[src/rtl/mont_decode_p_pkg.sv]
// rtl/mont_decode_p_pkg.sv - shared modulus defines, constants and FSM encoding for mont_decode_p
//
// Purpose: holds the field modulus (`Modulus), its width (`R_Bits), the
// Montgomery radix exponent, the 3p constant used by the radix-4 engine, and
// the state encoding of the decode FSM.
// Optional feature macro: MONT_DECODE_RADIX4_EN (enables MONT_P3).

`ifndef Modulus
`define Modulus 8'd251
`endif

`ifndef R_Bits
`define R_Bits 8
`endif

package mont_decode_p_pkg;

  localparam int MONT_R_LOG = 128;

  localparam logic [`R_Bits-1:0] MONT_P = `R_Bits'(`Modulus);

`ifdef MONT_DECODE_RADIX4_EN
  // 3p is built as p + 2p so it never depends on 32-bit integer arithmetic.
  localparam logic [`R_Bits+1:0] MONT_P3 = {2'b00, MONT_P} + {1'b0, MONT_P, 1'b0};
`endif

  typedef enum logic [1:0] {
    ST_IDLE = 2'd0,
    ST_RUN  = 2'd1,
    ST_FIX  = 2'd2,
    ST_DONE = 2'd3
  } mont_state_e;

endpackage

[src/rtl/mont_decode_p_cond_sub.sv]
// rtl/mont_decode_p_cond_sub.sv - conditional subtraction t >= p ? t-p : t
//
// Purpose: final reduction step shared with add/sub style field units.
// Ports:
//   t_i  in  W+1  value known to be < 2p
//   r_o  out W    fully reduced result, 0 <= r_o < p

module cond_sub_p #(
  parameter int          W = 8,
  parameter logic [W-1:0] P = '0
) (
  input  logic [W:0]   t_i,
  output logic [W-1:0] r_o
);

  logic [W:0] diff;
  logic       unused_msb;

  assign diff       = t_i - {1'b0, P};
  // When t_i >= p the difference is below p, so its top bit is always zero.
  assign unused_msb = diff[W];
  assign r_o        = (t_i >= {1'b0, P}) ? diff[W-1:0] : t_i[W-1:0];

endmodule

[src/rtl/mont_decode_p.sv]
// rtl/mont_decode_p.sv - bit-serial Montgomery reduction r = x * 2^-R_LOG mod p
//
// Purpose: converts a field element out of the Montgomery domain with a
// fixed-latency iteration engine and valid/ready handshakes on both sides.
// Optional feature macro: MONT_DECODE_RADIX4_EN (two bits retired per cycle).
// Ports:
//   clk        in  1  clock, all state on posedge
//   reset      in  1  synchronous active-high reset
//   in_valid   in  1  x is presented
//   in_ready   out 1  block idle and able to accept x
//   x          in  W  Montgomery-domain value
//   out_valid  out 1  r is valid, held until accepted
//   out_ready  in  1  consumer accepts r
//   r          out W  x * R^-1 mod p, fully reduced

module mont_decode_p
  import mont_decode_p_pkg::*;
#(
  parameter int R_LOG = MONT_R_LOG,
  parameter int W     = `R_Bits
) (
  input  logic         clk,
  input  logic         reset,
  input  logic         in_valid,
  output logic         in_ready,
  input  logic [W-1:0] x,
  output logic         out_valid,
  input  logic         out_ready,
  output logic [W-1:0] r
);

  localparam int CNT_W = $clog2(R_LOG) + 1;
`ifdef MONT_DECODE_RADIX4_EN
  localparam int STEPS = R_LOG / 2;
`else
  localparam int STEPS = R_LOG;
`endif
  localparam logic [CNT_W-1:0] LAST = CNT_W'(STEPS - 1);
  localparam logic [W-1:0]     P    = W'(MONT_P);

  mont_state_e      state_q, state_d;
  logic [W:0]       t_q, t_d;
  logic [CNT_W-1:0] cnt_q, cnt_d;
  logic [W-1:0]     r_q, r_d;

  logic [W:0]       t_step;
  logic [W-1:0]     r_fix;

`ifdef MONT_DECODE_RADIX4_EN
  localparam logic [W+1:0] P3 = (W+2)'(MONT_P3);

  logic [1:0]   tp;
  logic [1:0]   q;
  logic [W+2:0] qp;
  logic [W+2:0] sum4;
  logic [1:0]   unused_low;

  // q makes t + q*p divisible by 4; p^-1 == p (mod 4) for odd p.
  assign tp = t_q[1:0] * P[1:0];
  assign q  = 2'd0 - tp;

  always_comb begin
    qp = '0;
    case (q)
      2'd1:    qp = {3'b000, P};
      2'd2:    qp = {2'b00, P, 1'b0};
      2'd3:    qp = {1'b0, P3};
      default: qp = '0;
    endcase
  end

  assign sum4       = {2'b00, t_q} + qp;
  assign t_step     = sum4[W+2:2];
  assign unused_low = sum4[1:0];
`else
  logic [W+1:0] sum2;
  logic         unused_low;

  // Adding p when t is odd makes the sum even, so the shift is exact.
  assign sum2       = {1'b0, t_q} + (t_q[0] ? {2'b00, P} : '0);
  assign t_step     = sum2[W+1:1];
  assign unused_low = sum2[0];
`endif

  cond_sub_p #(
    .W (W),
    .P (P)
  ) u_cond_sub (
    .t_i (t_q),
    .r_o (r_fix)
  );

  always_ff @(posedge clk) begin
    if (reset) begin
      state_q <= ST_IDLE;
      t_q     <= '0;
      cnt_q   <= '0;
      r_q     <= '0;
    end else begin
      state_q <= state_d;
      t_q     <= t_d;
      cnt_q   <= cnt_d;
      r_q     <= r_d;
    end
  end

  always_comb begin
    state_d = state_q;
    t_d     = t_q;
    cnt_d   = cnt_q;
    r_d     = r_q;
    case (state_q)
      ST_IDLE: begin
        if (in_valid) begin
          t_d     = {1'b0, x};
          cnt_d   = '0;
          state_d = ST_RUN;
        end
      end
      ST_RUN: begin
        t_d   = t_step;
        cnt_d = cnt_q + 1'b1;
        if (cnt_q == LAST) begin
          state_d = ST_FIX;
        end
      end
      ST_FIX: begin
        r_d     = r_fix;
        state_d = ST_DONE;
      end
      ST_DONE: begin
        if (out_ready) begin
          state_d = ST_IDLE;
        end
      end
      default: state_d = ST_IDLE;
    endcase
  end

  assign in_ready  = (state_q == ST_IDLE);
  assign out_valid = (state_q == ST_DONE);
  assign r         = r_q;

endmodule

[config.mk]
export PLATFORM = sky130hd
export DESIGN_NAME = mont_decode_p
export DESIGN_NICKNAME = d
export VERILOG_FILES = /design/src/rtl/mont_decode_p_pkg.sv /design/src/rtl/mont_decode_p_cond_sub.sv /design/src/rtl/mont_decode_p.sv
export SDC_FILE = /design/constraint.sdc
export NUM_CORES = 1
export LEC_CHECK = 0
export ABC_AREA = 1
export BUFFER_PORTS_ARGS = -buffer_cell sky130_fd_sc_hd__buf_4
export CORE_ASPECT_RATIO = 1.2
export CORE_MARGIN = 5
export CORE_UTILIZATION = 62
export DETAILED_ROUTE_END_ITERATION = 16
export PLACE_DENSITY = 0.84
export SLEW_MARGIN = 20
export SYNTH_ARGS = -nofsm -noshare
export SYNTH_HDL_FRONTEND = slang
export SYNTH_HIERARCHICAL = 1
export SYNTH_SLANG_ARGS = --single-unit
[constraint.sdc]
create_clock -name clk -period 2.6 [get_ports clk]
set_clock_uncertainty 0.1 [all_clocks]
set_input_delay 0 -clock clk [delete_from_list [all_inputs] [get_ports clk]]
set_output_delay 0 -clock clk [all_outputs]
set_load 0.03 [all_outputs]
==> results of run 1 <==
[state kept, by name (all words and copies together), names as in the netlist]
name	flops
cnt_q	8
r	8
state_q	2
t_q	9
[worst max path at each step]
| stage | endpoint | slack (ps) | startpoint |
|---|---|---|---|
| 6_report | t_q[1] | 320 | state_q[1] |
| 5_1_grt | t_q[1] | 290 | state_q[1] |
| 4_1_cts | t_q[1] | 410 | state_q[1] |
| 3_5_place_dp | cnt_q[7] | 630 | state_q[1] |
| 3_3_place_gp | cnt_q[7] | 720 | state_q[1] |
| 2_1_floorplan | cnt_q[4] | 860 | state_q[0] |
[layer usage]
| metal | vias to the layer above | part of all wire [%] | GRT usage, % | wire [um] |
|---|---|---|---|---|
| met5 | - | 0 | 0 | 0 |
| li1 | 969 | - | - | - |
| met4 | 0 | 1.1 | 5.54 | 50 |
| met1 | 836 | 45 | 31.6 | 2030 |
| met2 | 61 | 48 | 35.9 | 2130 |
| met3 | 6 | 5.7 | 2.74 | 254 |
[layout make-up]
| type | count | area, um^2 |
|---|---|---|
| clock buffer | 4 | 26.3 |
| fill | 246 | 811 |
| inverter | 31 | 119 |
| multi-input combinational | 213 | 1200 |
| sequential | 27 | 541 |
| tap | 36 | 45.0 |
| timing repair buffer | 31 | 258 |
[power by group]
group / total, uW / internal (uW) / switching, uW
Combinational: 1170 / 436 / 736
Sequential: 697 / 526 / 171
Clock: 180 / 60.0 / 120
Total: 2050 / 1020 / 1030
[logic make-up (layout without fill, tap and decap cells)]
kind of cell	count (synthesis)	count (layout)
buffers and inverters	36	66
AND/OR/NAND/NOR	145	145
XOR/XNOR	4	4
flip-flops	27	27
adder cells (fa/ha/maj)	14	14
AO/OA/AOI/OAI	50	50
[worst reg2reg max path: stages, from the launching register on]
cell and delay (ps):
dfxtp_1 390, inv_1 90, ha_1 330, o21ai_2 440, nand2_1 100, a31oi_1 190
dlygate4sd3_1 580
[repair_timing]
item | 4_1_cts | 5_1_grt
hold endpoints to repair | 17 | 0
endpoints found under the setup margin | 0 | 0
hold buffers | 10 | 0
[per-stage QoR]
stage	instance area, um^2	power (uW)	util [%]	hold WS, ps
global route	2190	2220	73.0	108
global placement	2060	1810	68.8	151
finish	2190	2050	73.0	84.6
CTS	2190	2030	73.0	82.3
floorplan	1890	1540	-	62.8
detailed placement	2060	1830	68.8	157
[cell usage in the layout, fill, tap and decap left out, types with 2 or more instances in the layout]
cell and n:
a21oi_1 22, buf_4 21, clkbuf_4 3, dfxtp_1 27
dlygate4sd3_1 10, ha_1 14, inv_1 28, inv_2 2
nand2_1 73, nand2_2 3, nand2_4 2, nand3_1 10
nand3_4 3, nand3b_1 6, nand4_1 9, nor2_1 31
nor3_1 2, o21ai_0 17, or2_2 2, xnor2_1 2
xor2_1 2
==> results.cfg, run 1 <==
[run_status]
status = completed

[placed_design]
dpl_worst_slack_ps = 627
port_buffers = 21
globalplace.congestion = 0.829
dp.cells = 328
dp_hpwl_um = 3240

[layout]
areaGrowthSynthToFinish_pct = 15.6
drive_gt1_share_pct = 14.4
finalNetCount = 333
n_antenna_cell = 0
final_cells = 342

[setup_path]
critPathArrivalTime_ps = 2450
path_cells = inv_1 > ha_1 > o21ai_2 > nand2_1 > a31oi_1 > dlygate4sd3_1
crit_cells = 6
reg2reg_to = t_q[1]
cp_max_fo = 11
crit_path_end_kind = register
setup.worst_path.class = reg2reg
reg2reg_setup_slack_ps = 320
r2r_start = state_q[1]
crit_required_ps = 2770
ff2ff_path_depth = 6
timing.critical_path.buf_inv = 2
cp_slowest_cell = dlygate4sd3_1
cp-start-kind = register
critPathTopFamily = buffers and inverters
slowest_delay_ps = 580

[clock_network]
clk_pin_slew_ps = 140
htreeDepth = 1
cts_setup_buffers = 0
cts.repair.resized = 0
clockBufferDepth = 2
cts_tree = yes
clock_sinks = 27
cts_root_buffer = clkbuf_4
cts_buffers = 3
clock_latency_ps = 320

[timing]
rsz0062_at_grt = false
finalMaxSlewViolations = 0
maxSlewHeadroom_pct = 66.2
max_freq_mhz = 439
fin_crit_ps = 2280
fin_setup_tns_ps = 0
fin_ws_ps = 324
tightest_slew_ps = 506
finalHoldViolations = 0
finalSetupViolCount = 0
fin_crit_sh_pct = 87.6

[synth]
synth_largest_area_cell = dfxtp_1
synth_area_leaders = dfxtp_1 (29%), nand2_1 (14%), ha_1 (9.2%)
synthXorXnorAreaFrac_pct = 1.85
synth_fa_ha_area_share_pct = 9.25
avgSynthCellArea_um2 = 6.86
synthTopCellsByCount = nand2_1 (73), nor2_1 (31), inv_1 (28)
synth_edf_count = 0
synth.most_common_cell = nand2_1
synth_top_area_share_pct = 28.5
syn_inst = 276
syn_nets = 302
synth_compound_area_share_pct = 15.3
seq_area_frac_synth_pct = 28.5
synthFlopType = dfxtp_1
ys_async_sr_fraction_pct = 0
synth_area_um2 = 1890
synth_mux_area_share_pct = 0
yosys_warnings = 6
synthDistinctLibCells = 37
synth_top_family_by_area = simple AND/OR/NAND/NOR gates
ys_ff_latch = 27
yosys.area_share.simple_pct = 37.1

[route]
first_pass_iters = 4
antenna_left = 0
via_count = 1872
first_iter_violations = 127
wl_per_cell_um = 13.1
vias_per_cell = 5.47
drc = 0
totalWireLength_um = 4470

[min_path]
hold_class = in2reg
hold_start = out_ready
hold-path-endpoint = state_q[1]
holdPathStages = 5

[floorplanning]
die_area_um2 = 4270
core_region_area_um2 = 3000
rows = 22
die_w_um = 60.5
initial_core_util_pct = 63.1
ios = 22
die_y_um = 70.6

[grt]
track_usage_pct = 22.4
grt_pass1_wl_um = 7580
grt_antenna_before_repair = 0
grt_max_degree = 16
grt_pass1_vias = 1734
grt_overflow = 0

[power_and_ir_drop]
power_density_nw_per_um2 = 936
ir_drop_mv = 0.693
power.leakage_uw = 0.00110

[flow_run]
maxCapViolations = 0
Power figures use the tool's default switching activity.
==> run 2, diff against run 1 <==
Settings changed: PLACE_DENSITY 0.84 to 0.88, REMOVE_ABC_BUFFERS from default to 1.
==> run 2 against run 1 <==
Against the previous run:
- total power is 1.5% lower
- global-route usage is 0.90 points higher
- utilization stayed put
- via count is 0.69% lower
- combinational power hardly changed
- worst hold slack better by 49 ps
- sequential cell count stayed put
- sequential share of layout area stayed put
- first-iteration DRC count is 51% lower
==> results.cfg, run 2 (same netlist as run 1, synthesis figures left out) <==
[route]
antenna_left = 0
vias_per_cell = 5.44
totalWireLength_um = 4320
wl_per_cell_um = 12.6
first_pass_iters = 4
first_iter_violations = 62
via_count = 1859
drc = 0

[clock_network]
cts.repair.resized = 0
clk_pin_slew_ps = 150
clockBufferDepth = 2
htreeDepth = 1
cts_setup_buffers = 0
clock_latency_ps = 320
hold_buffers = 10
cts_tree = yes
cts_buffers = 3
clock_sinks = 27
cts_root_buffer = clkbuf_4

[timing]
fin_crit_ps = 2320
finalHoldViolations = 0
fin_ws_ps = 278
tightest_slew_ps = 473
rsz0062_at_grt = false
fin_crit_sh_pct = 89.3
finalMaxSlewViolations = 0
maxSlewHeadroom_pct = 68.4
max_freq_mhz = 431
finalSetupViolCount = 0
fin_setup_tns_ps = 0

[layout]
largest_reg_flops = 9
layout_common_cells = nand2_1 (73), nor2_1 (31), inv_1 (28)
regMostFlops = t_q
n_fill_cell = 258
stdcell_area_um2 = 2190
finalNetCount = 333
n_antenna_cell = 0
drive_gt1_share_pct = 14.4
post-route-util_pct = 73.0
areaGrowthSynthToFinish_pct = 15.6
final_common_cell = nand2_1

[setup_path]
crit_path_end_kind = register
cp_slowest_cell = dfxtp_1
path_cells = ha_1 > nand2_1 > o21bai_1 > nand2_1 > nand3b_1 > nand3_1 > a21oi_1 > dlygate4sd3_1
critPathArrivalTime_ps = 2500
setup.worst_path.class = reg2reg
slowest_delay_ps = 640
crit_required_ps = 2780
cp_max_fo = 14
path_common_cell = nand2_1
cp-start-kind = register

[floorplanning]
ios = 22
die_area_um2 = 4270
die_y_um = 70.6
rows = 22
initial_core_util_pct = 63.1
die_w_um = 60.5
core_region_area_um2 = 3000

[placed_design]
dpl_worst_slack_ps = 621
placed_area_um2 = 2060
globalplace.congestion = 0.924
dp_hpwl_um = 3220
port_buffers = 21

[grt]
grt_pass1_wl_um = 7900
grt_pass1_vias = 1880
grt_antenna_before_repair = 0
track_usage_pct = 23.3
grt_max_degree = 16
grt_overflow = 0

[power_and_ir_drop]
total_power_uw = 2020
ir_drop_mv = 0.759
power.leakage_uw = 0.00110
power_density_nw_per_um2 = 922

[run_status]
status = completed

[min_path]
hold_class = in2reg

[flow_run]
maxCapViolations = 0
==> run 2: cell counts in the layout (fill, tap and decap cells not counted) <==
No cell type changed its count.
==> run 2: layer usage <==
metal	GRT usage, %	up-vias	share of wire, %
met4	6.51	0	1.0
met5	0	-	0
met3	2.37	7	3.8
met2	41.0	35	51
met1	29.4	841	44
li1	-	976	-
==> run 2: worst max-delay path: cells and delay by family, from the launching register on <==
kind / cells / cell delay [ps]
adders and majority gates: 1 / 280
buffers and inverters: 1 / 550
AOI/OAI and AO/OA: 2 / 370
and+or+nand+nor: 4 / 350
DFF: 1 / 640
==> run 2: layout make-up <==
type                    instances  area (um^2)  share of cell area [%]
clock buffers                   4         26.3                    1.20
inverters                      31          119                    5.43
multi-input cells             213         1200                    54.9
flip-flops and latches         27          541                    24.7
well taps                      36         45.0                    2.06
repair buffers                 31          258                    11.8
==> run 2: power by group <==
group          leakage (uW)  total, uW  internal, uW  switching [uW]
Sequential         0.000221        685           526             158
Combinational      0.000862       1150           436             716
Clock             0.0000150        181          60.0             121
==> run 2: stage by stage <==
stage / hold WS [ps] / instances
after global routing: 168 / 342
after detailed placement: 164 / 328
after CTS: 85.1 / 342
final: 134 / 342
after floorplan: -30.9 / 271
after global placement: 154 / 328
==> run 2: final timing paths <==
check / startpoint / endpoint / slack, ps / cells after the start
setup / recovery: t_q[0] / t_q[5] / 280 / 8
hold / removal: out_ready / state_q[1] / 130 / 5
setup reg to reg: t_q[0] / t_q[5] / 280 / 8
hold reg to reg: cnt_q[1] / cnt_q[1] / 400 / 2
==> run 3, diff against run 2 <==
--- a/config.mk
+++ b/config.mk
@@ -8,2 +8,3 @@
 export ABC_AREA = 1
+export ABC_CLOCK_PERIOD_IN_PS = 2600
 export BUFFER_PORTS_ARGS = -buffer_cell sky130_fd_sc_hd__buf_4
==> constraint.sdc (replaced) <==
create_clock -name clk -period 2.6 [get_ports clk]
set_clock_uncertainty 0.1 [all_clocks]
set_input_delay 0.26 -clock clk [delete_from_list [all_inputs] [get_ports clk]]
set_output_delay 0.26 -clock clk [all_outputs]
set_load 0.03 [all_outputs]
==> run 3 against run 2 <==
Against the previous run:
- clock power is essentially flat
- highest routed layer unchanged
- sequential cell count is the same
- worst setup slack gained 330 ps
- final cell count shrank 2.9%
- register-to-register slack gained 330 ps
- maximum frequency grew 17%
- utilization shrank 3.3 points
- die area is the same
- worst hold slack lost 67 ps
- combinational power is essentially flat
- non-clock buffer count shrank 10
- total power shrank 1.1%
- critical endpoint is now cnt_q[7]
==> results.cfg, run 3 (same netlist as run 1, synthesis figures left out) <==
[run_status]
status = completed

[power_and_ir_drop]
power_density_nw_per_um2 = 955
power.leakage_uw = 0.00105
pwr-share-seq_pct = 34.4
p_clk_share_pct = 9.1
p_int_uw = 1010
comb_power_share_pct = 56.5
p_sw_share_pct = 49.5
p_switching_uw = 989
ir_drop_mv = 0.760

[timing]
fin_setup_tns_ps = 0
tightest_slew_ps = 477
fin_crit_ps = 1990
finalSetupViolCount = 0
max_freq_mhz = 502
fin_crit_sh_pct = 76.6
finalHoldViolations = 0
maxSlewHeadroom_pct = 68.2
whs_ps = 67.0
finalMaxSlewViolations = 0
rsz0062_at_grt = false

[layout]
largest_reg_flops = 9
drive_gt1_share_pct = 14.9
finalNetCount = 323
n_antenna_cell = 0
layout_common_cells = nand2_1 (73), nor2_1 (31), inv_1 (28)
areaGrowthSynthToFinish_pct = 10.3
stdcell_area_um2 = 2090
final_cells = 332
final_common_cell = nand2_1
post-route-util_pct = 69.6
regArea_um2 = 541
multi_input_area_um2 = 1200
n_fill_cell = 279
regMostFlops = t_q

[grt]
track_usage_pct = 21.6
grt_antenna_before_repair = 0
grt_overflow = 0
grt_max_degree = 16
grt_pass1_vias = 1772
grt_pass1_wl_um = 7380

[floorplanning]
core_region_area_um2 = 3000
die_w_um = 60.5
die_y_um = 70.6
rows = 22
ios = 22
initial_core_util_pct = 63.1
die_area_um2 = 4270

[clock_network]
cts_buffers = 3
hold_buffers = 0
clock_sinks = 27
clock_latency_ps = 320
htreeDepth = 1
cts_root_buffer = clkbuf_4
cts.repair.resized = 0
clk_pin_slew_ps = 140
clockBufferDepth = 2
cts_setup_buffers = 0
cts_tree = yes

[placed_design]
placed_area_um2 = 2060
dp_hpwl_um = 3220
globalplace.congestion = 0.924
port_buffers = 21
dp.cells = 328

[route]
totalWireLength_um = 4060
dr_wl_met3_um = 177
drc = 0
route.top_layer_used = met4
wl_per_cell_um = 12.2
antenna_left = 0
wl_met1_um = 1850
via_count = 1795
dr_wl_met2_um = 1980
first_pass_iters = 4
vias_per_cell = 5.41
first_iter_violations = 59

[setup_path]
cp_slowest_cell = o21ai_2
setup.worst_path.class = reg2reg
cp-start-kind = register
cp_max_fo = 11
reg2reg_setup_slack_ps = 610
crit_start = state_q[1]
ff2ff_path_depth = 8
reg2reg_to = cnt_q[7]
slowest_delay_ps = 440
r2r_start = state_q[1]
endpoint = cnt_q[7]
crit_required_ps = 2740
crit_path_end_kind = register
path_cells = inv_1 > ha_1 > o21ai_2 > inv_4 > nand3b_1 > nor2_2 > a21oi_1 > nor2_1
critPathArrivalTime_ps = 2130

[flow_run]
maxCapViolations = 0

[min_path]
hold_class = in2reg
run 3: changes by cell type in the layout (fill, tap and decap cells not counted), sizes merged:
cell,previous run,this run
dlygate4sd3,10,0
run 3: how the worst min path moves through the flow:
| stage | startpoint | end | slack (ps) | cells after the start |
|---|---|---|---|---|
| finish | reset | t_q[5] | 70 | 2 |
| global route | reset | cnt_q[1] | 70 | 2 |
| CTS | reset | t_q[5] | 60 | 2 |
| detailed placement | cnt_q[0] | cnt_q[0] | 380 | 1 |
| global placement | cnt_q[0] | cnt_q[0] | 360 | 1 |
| floorplan | reset | cnt_q[1] | 230 | 1 |
run 3: worst max-delay path: cells and delay by family, from the launching register on:
| kind | cells | cell delay [ps] |
|---|---|---|
| AO/OA/AOI/OAI | 2 | 560 |
| adder cells (fa/ha/maj) | 1 | 330 |
| buffers and inverters | 2 | 230 |
| flip-flops | 1 | 380 |
| AND/OR/NAND/NOR | 3 | 290 |
run 3: area by class of cell:
class	instances	share of cell area (%)
Clock buffer	4	1.26
Inverter	31	5.69
Tap cell	36	2.16
Timing Repair Buffer	21	7.54
Multi-Input combinational cell	213	57.5
Sequential cell	27	25.9
run 3: metal layers:
layer / vias to the layer above / GRT usage (%)
met4: 0 / 5.30
met3: 7 / 2.19
li1: 952 / -
met2: 37 / 37.3
met1: 799 / 28.5
met5: - / 0
run 3: per-stage QoR:
stage / setup slack, ps / power, uW
after floorplan: 783 / 1510
after global placement: 640 / 1800
after detailed placement: 621 / 1820
after CTS: 618 / 2000
after global routing: 422 / 2200
final: 610 / 2000
run 3: power by group through the flow:
stage / sequential, uW / combinational (uW) / clock [uW]
CTS: 685 / 1130 / 184
detailed placement: 695 / 1130 / 0
global placement: 692 / 1110 / 0
global route: 707 / 1290 / 199
finish: 686 / 1130 / 182
floorplan: 743 / 767 / 0
